--- config.mk ---
export PLATFORM = sky130hd
export DESIGN_NAME = uart_rx_flat
export DESIGN_NICKNAME = d
export VERILOG_FILES = /design/src/rtl/uart_pkg.sv /design/src/rtl/uart_rx_if.sv /design/src/rtl/uart_baud_gen.sv /design/src/rtl/uart_rx.sv /design/src/flat_wrapper.sv
export SDC_FILE = /design/constraint.sdc
export NUM_CORES = 1
export LEC_CHECK = 0
export ABC_AREA = 1
export ABC_CLOCK_PERIOD_IN_PS = 1800
export CORE_AREA = 5 5 101 75
export CTS_CLUSTER_SIZE = 12
export DETAILED_ROUTE_END_ITERATION = 10
export DIE_AREA = 0 0 106 80
export PLACE_DENSITY_LB_ADDON = 0.12
export SYNTH_ARGS = -nofsm -noshare
export SYNTH_HDL_FRONTEND = slang
export SYNTH_SLANG_ARGS = --single-unit
--- constraint.sdc ---
create_clock -name user_clock -period 1.8 [get_ports user_clock]
set_input_delay 0.18 -clock user_clock [delete_from_list [all_inputs] [get_ports user_clock]]
set_output_delay 0.18 -clock user_clock [all_outputs]
set_load 0.02 [all_outputs]
--- src/rtl/uart_pkg.sv ---
// uart_pkg: shared UART constants, FSM state codes and majority-vote helper.
package uart_pkg;
  localparam int OVERSAMPLE = 16;
  localparam int DATA_W = 8;
  localparam int SAMP_LO = 7;
  localparam int SAMP_MID = 8;
  localparam int SAMP_HI = 9;
  localparam logic [2:0] ST_IDLE = 3'd0;
  localparam logic [2:0] ST_START = 3'd1;
  localparam logic [2:0] ST_DATA = 3'd2;
  localparam logic [2:0] ST_PARITY = 3'd3;
  localparam logic [2:0] ST_STOP = 3'd4;
  function automatic logic maj3(input logic [2:0] s);
    return (s[0] & s[1]) | (s[0] & s[2]) | (s[1] & s[2]);
  endfunction
endpackage

--- src/rtl/uart_rx_if.sv ---
// uart_rx_if: received-byte valid/ready stream plus per-frame error pulses.
interface uart_rx_if;
  import uart_pkg::*;
  logic [DATA_W-1:0] rx_data;
  logic rx_valid;
  logic rx_ready;
  logic frame_err;
  logic overrun;
  logic parity_err;
  modport master (output rx_data, rx_valid, frame_err, overrun, parity_err, input rx_ready);
  modport slave (input rx_data, rx_valid, frame_err, overrun, parity_err, output rx_ready);
endinterface

--- src/rtl/uart_baud_gen.sv ---
// uart_baud_gen: 16x oversample tick generator with synchronous clear.
module uart_baud_gen
  import uart_pkg::*;
#(
  parameter int CLK_HZ = 40000000,
  parameter int BAUD = 115200
) (
  input  logic user_clock,
  input  logic rst,
  input  logic clr,
  output logic tick
);
  localparam int DIV = (CLK_HZ + (OVERSAMPLE / 2) * BAUD) / (OVERSAMPLE * BAUD);
  localparam int W = ($clog2(DIV) > 5) ? $clog2(DIV) : 5;
  logic [W-1:0] cnt;
  assign tick = cnt == W'(DIV - 1);
  always_ff @(posedge user_clock or negedge rst)
    if (!rst) cnt <= '0;
    else cnt <= (clr || tick) ? '0 : cnt + 1'b1;
endmodule

--- src/rtl/uart_rx.sv ---
// uart_rx: 16x-oversampled 8N1 receiver with holding register and error pulses.
// Define UART_RX_PARITY_EN for 8E1 frames with an even-parity check.
module uart_rx
  import uart_pkg::*;
#(
  parameter int CLK_HZ = 40000000,
  parameter int BAUD = 115200
) (
  input  logic user_clock,
  input  logic rst,
  input  logic usb_rs232_rxd,
  uart_rx_if.master rx
);
`ifdef UART_RX_PARITY_EN
  localparam bit PAR_EN = 1'b1;
`else
  localparam bit PAR_EN = 1'b0;
`endif
  logic [1:0] sync;
  logic line, tick, samp_en, dec, maj, hold, done, fe, pe, par_bad;
  logic [2:0] state, bit_cnt, samp;
  logic [3:0] os;
  logic [DATA_W-1:0] shreg;
  uart_baud_gen #(.CLK_HZ(CLK_HZ), .BAUD(BAUD)) u_baud (
    .user_clock(user_clock), .rst(rst), .clr(state == ST_IDLE), .tick(tick)
  );
  assign line = sync[1];
  assign maj = maj3(samp);
  assign samp_en = tick && (os == 4'(SAMP_LO) || os == 4'(SAMP_MID) || os == 4'(SAMP_HI));
  // the stop bit is decided right after its last vote so the next start edge is never missed
  assign dec = tick && os == (state == ST_STOP ? 4'(SAMP_HI + 1) : 4'(OVERSAMPLE - 1));
  assign done = state == ST_STOP && !hold && dec && maj && !par_bad;
  always_ff @(posedge user_clock or negedge rst)
    if (!rst) begin
      sync <= 2'b11;
      state <= ST_IDLE;
      os <= '0;
      bit_cnt <= '0;
      samp <= '0;
      shreg <= '0;
      hold <= 1'b0;
      fe <= 1'b0;
      pe <= 1'b0;
    end else begin
      sync <= {sync[0], usb_rs232_rxd};
      fe <= 1'b0;
      pe <= 1'b0;
      os <= state == ST_IDLE ? '0 : os + 4'(tick);
      if (samp_en) samp <= {samp[1:0], line};
      case (state)
        ST_IDLE: if (!line) state <= ST_START;
        ST_START: if (dec) state <= maj ? ST_IDLE : ST_DATA;
        ST_DATA: if (dec) begin
          shreg <= {maj, shreg[DATA_W-1:1]};
          bit_cnt <= bit_cnt + 3'd1;
          if (bit_cnt == 3'd7) state <= PAR_EN ? ST_PARITY : ST_STOP;
        end
`ifdef UART_RX_PARITY_EN
        ST_PARITY: if (dec) state <= ST_STOP;
`endif
        ST_STOP: if (hold) begin
          if (line) begin
            hold <= 1'b0;
            state <= ST_IDLE;
          end
        end else if (dec) begin
          if (maj) begin
            state <= ST_IDLE;
            pe <= par_bad;
          end else begin
            hold <= 1'b1;
            fe <= 1'b1;
          end
        end
        default: state <= ST_IDLE;
      endcase
    end
`ifdef UART_RX_PARITY_EN
  always_ff @(posedge user_clock or negedge rst)
    if (!rst) par_bad <= 1'b0;
    else if (state == ST_PARITY && dec) par_bad <= maj ^ (^shreg);
`else
  assign par_bad = 1'b0;
`endif
  assign rx.frame_err = fe;
  assign rx.parity_err = pe;
  always_ff @(posedge user_clock or negedge rst)
    if (!rst) begin
      rx.rx_data <= '0;
      rx.rx_valid <= 1'b0;
      rx.overrun <= 1'b0;
    end else begin
      rx.overrun <= done && rx.rx_valid && !rx.rx_ready;
      if (done && (!rx.rx_valid || rx.rx_ready)) begin
        rx.rx_data <= shreg;
        rx.rx_valid <= 1'b1;
      end else if (rx.rx_valid && rx.rx_ready) rx.rx_valid <= 1'b0;
    end
endmodule

--- src/flat_wrapper.sv ---
// flat-port wrapper written by rule: the top's interface ports become plain ports
module uart_rx_flat import uart_pkg::*;
#(
  parameter int CLK_HZ = 40000000,
  parameter int BAUD = 115200
)
  (user_clock, rst, usb_rs232_rxd, rx_rx_data, rx_rx_valid, rx_frame_err, rx_overrun, rx_parity_err, rx_rx_ready);
  uart_rx_if rx_i ();
  input  logic user_clock;
  input  logic rst;
  input  logic usb_rs232_rxd;
  output wire logic [$bits(rx_i.rx_data)-1:0] rx_rx_data;
  output wire logic [$bits(rx_i.rx_valid)-1:0] rx_rx_valid;
  output wire logic [$bits(rx_i.frame_err)-1:0] rx_frame_err;
  output wire logic [$bits(rx_i.overrun)-1:0] rx_overrun;
  output wire logic [$bits(rx_i.parity_err)-1:0] rx_parity_err;
  input wire logic [$bits(rx_i.rx_ready)-1:0] rx_rx_ready;
  assign rx_rx_data = rx_i.rx_data;
  assign rx_rx_valid = rx_i.rx_valid;
  assign rx_frame_err = rx_i.frame_err;
  assign rx_overrun = rx_i.overrun;
  assign rx_parity_err = rx_i.parity_err;
  assign rx_i.rx_ready = rx_rx_ready;
  uart_rx #(.CLK_HZ(CLK_HZ), .BAUD(BAUD)) u_core (.user_clock(user_clock), .rst(rst), .usb_rs232_rxd(usb_rs232_rxd), .rx(rx_i));
endmodule
==> run metrics <==
port buffer count 14; multi-input logic area 739.5 um^2; Comb power frac 0.019; Antenna Nets Post-Route 0; MaxCap Viol Count 0; CP endpoint kind flop; routed via count ~1200; Placer Congestion 0.7350; Die ar. approximately 8500 um^2; drt wl/cell approximately 11 um; Netlist cell types 31; fin crit period around 1.6 ns; Die Ht around 80 um; hpwl dp around 2500 um; largest net degree at the start of global routing 22; Cells after DPL 283; n_diodes 0; Fin Clk Skew 0.005698 ns; residual DRC count 0; worst reg2reg path depth 9; leak pwr around 1.1 nW; Clock Path Buffers 2; layout cells sized above 1 0.1896; Area Growth Syn to Fin 18.84%; initial antenna violation count 0; sequential share of power 0.523; DR pass1 iterations 4; Final Slew Violations 0; fin util 0.3433; commonest non-fill, non-tap cell in the layout dfrtp_1; hold path depth 1; hold_buf cts 1; hold_ws 0.2930 ns; fin nets 220; status completed; critical path arrival 1.81 ns; Int Pwr 1.402 mW; CTS HTree Levels 2; Mapped Cells 190; syn_area_per_cell roughly 10 um^2; Max IR drop VDD roughly 0.39 mV; fillers around 670; Tot GR Track Use 0.09305; Iteration-0 DRC Markers 33; setup slack after layout between 0.15 and 0.2 ns; final worst-path cycle share 0.9071; Final Power ~1.7 mW; Core ar. about 6500 um^2; CTS clock-pin slew for the worst setup and hold paths ~0.07 ns; final hold vios 0; die width 106 um; Final Cell Area 2233 um^2; syn_nets 200; sw power roughly 0.33 mW; first-pass GRT wire length ~6200 um; clock power share 0.459; #FFs+latches synth 40; vias per inst around 4.1; cts repair resizes 0; clk_lat worst skew ~0.29 ns; worst rel slew slack 0.6590; FMAX just over 600 MHz; cell area after placement 2097 um^2; most frequent cells in the layout dfrtp_1 (38), nand2_1 (37), inv_1 (23), nor2_1 (14), clkdlybuf4s50_1 (13); fin cells 292; clock sink total 40; Setup violations, final 0; gr ovfl total 0; Power Dens Cells 773.8 nW/um^2; final wirelength 3341 um; Post-Syn Area between 1500 and 2000 um^2; RSZ-0062 raised after global routing false; storage element area approximately 1000 um^2; clock root cell clkbuf_8; vias in the first global route 1299; postcts setup bufs 0; crit path max fanout 4; std cell rows 25; Critical Path RT approximately 2.0 ns; HP Class primary input to flop; Synth Warn # 0; CTS tree built; total negative slack 0 ns; actual slew at the worst max-slew pin ~0.51 ns; starting density of the core 0.2888; I/O pin total 16; startpoint types flop; Setup WS pre-CTS between 0.15 and 0.2 ns; Num CTS Buffers 5; Crit Path Class flop to flop; switching portion of total power 0.1889; share of the yosys chip area belonging to registers 0.5340
Yosys cell counts, drive strengths merged:
| cell | instances | area share |
|---|---|---|
| xor2 | 3 | 0.014 |
| nand4 | 3 | 0.018 |
| o21ai | 25 | 0.083 |
| inv | 26 | 0.052 |
| conb | 1 | 0.0020 |
| nor3 | 1 | 0.0053 |
| o31ai | 1 | 0.0040 |
| buf | 3 | 0.021 |
| nand2 | 45 | 0.11 |
| nor2 | 19 | 0.062 |
| nand3 | 9 | 0.024 |
| dfstp | 2 | 0.028 |
| nor4 | 1 | 0.0033 |
| xnor2 | 2 | 0.0093 |
| dfrtp | 38 | 0.51 |
| a21oi | 4 | 0.013 |
| nand3b | 1 | 0.0060 |
| ha | 6 | 0.040 |
path summary, 6_finish.rpt:
check | start | to | slack (ns)
min reg2reg | u_core.sync[0] | u_core.sync[1] | 0.36
max in group asynchronous | rst | u_core.hold | 0.92
max reg2reg | u_core.u_baud.cnt[0] | u_core.os[2] | 0.17
min in group asynchronous | rst | u_core.os[1] | 0.40
min | usb_rs232_rxd | u_core.sync[0] | 0.29
max | u_core.u_baud.cnt[0] | u_core.os[2] | 0.17
power groups by stage:
stage	Sequential (mW)	Combinational, mW	Clock (mW)
after floorplan	0.920	0.00462	0
after CTS	0.903	0.0349	0.824
final	0.903	0.0326	0.792
after global placement	0.921	0.0337	0
after detailed placement	0.921	0.0332	0
after global routing	0.904	0.0386	0.876
metal layers:
metal / part of all wire / track usage / wire, um / vias up
li1: - / - / - / 639
met1: 0.58 / 0.1348 / 1938 / 554
met2: 0.37 / 0.1291 / 1248 / 13
met3: 0.037 / 0.02749 / 122 / 4
met4: 0.0093 / 0.03493 / 31 / 0
met5: 0 / 0 / 0 / -
final cells by class:
| class | count | share of cell area |
|---|---|---|
| Timing Repair Buffer | 16 | 0.07395 |
| Multi-Input combinational cell | 121 | 0.3311 |
| Tap cell | 81 | 0.04538 |
| Sequential cell | 40 | 0.4493 |
| Inverter | 26 | 0.04370 |
| Clock inverter | 1 | 0.01345 |
| Clock buffer | 7 | 0.04314 |
critical path, cell delays in order (launching register included):
cell and delay (ns):
dfrtp_1 0.41, ha_1 0.20, nand2_1 0.06, inv_1 0.04
nand2_2 0.13, inv_1 0.09, ha_1 0.20, ha_1 0.19
xnor2_1 0.16, nor2_1 0.05
flip-flops by register name, indices dropped and copies added (netlist names):
| name | cells |
|---|---|
| u_core.rx.rx_valid | 1 |
| u_core.u_baud.cnt | 5 |
| u_core.sync | 2 |
| u_core.rx.overrun | 1 |
| u_core.os | 4 |
| u_core.rx.frame_err | 1 |
| u_core.shreg | 8 |
| u_core.bit_cnt | 3 |
| u_core.rx.rx_data | 8 |
| u_core.hold | 1 |
| u_core.state | 3 |
| u_core.samp | 3 |
kinds of logic after synthesis:
logic type | Yosys count | synth area share
simple gates | 79 | 0.2290
flops | 40 | 0.5340
compound gates | 30 | 0.09920
buf+inv | 29 | 0.07257
fa+ha+maj | 6 | 0.03995
xor+xnor | 5 | 0.02331
other cells | 1 | 0.001995
Power figures use the tool's default switching activity.
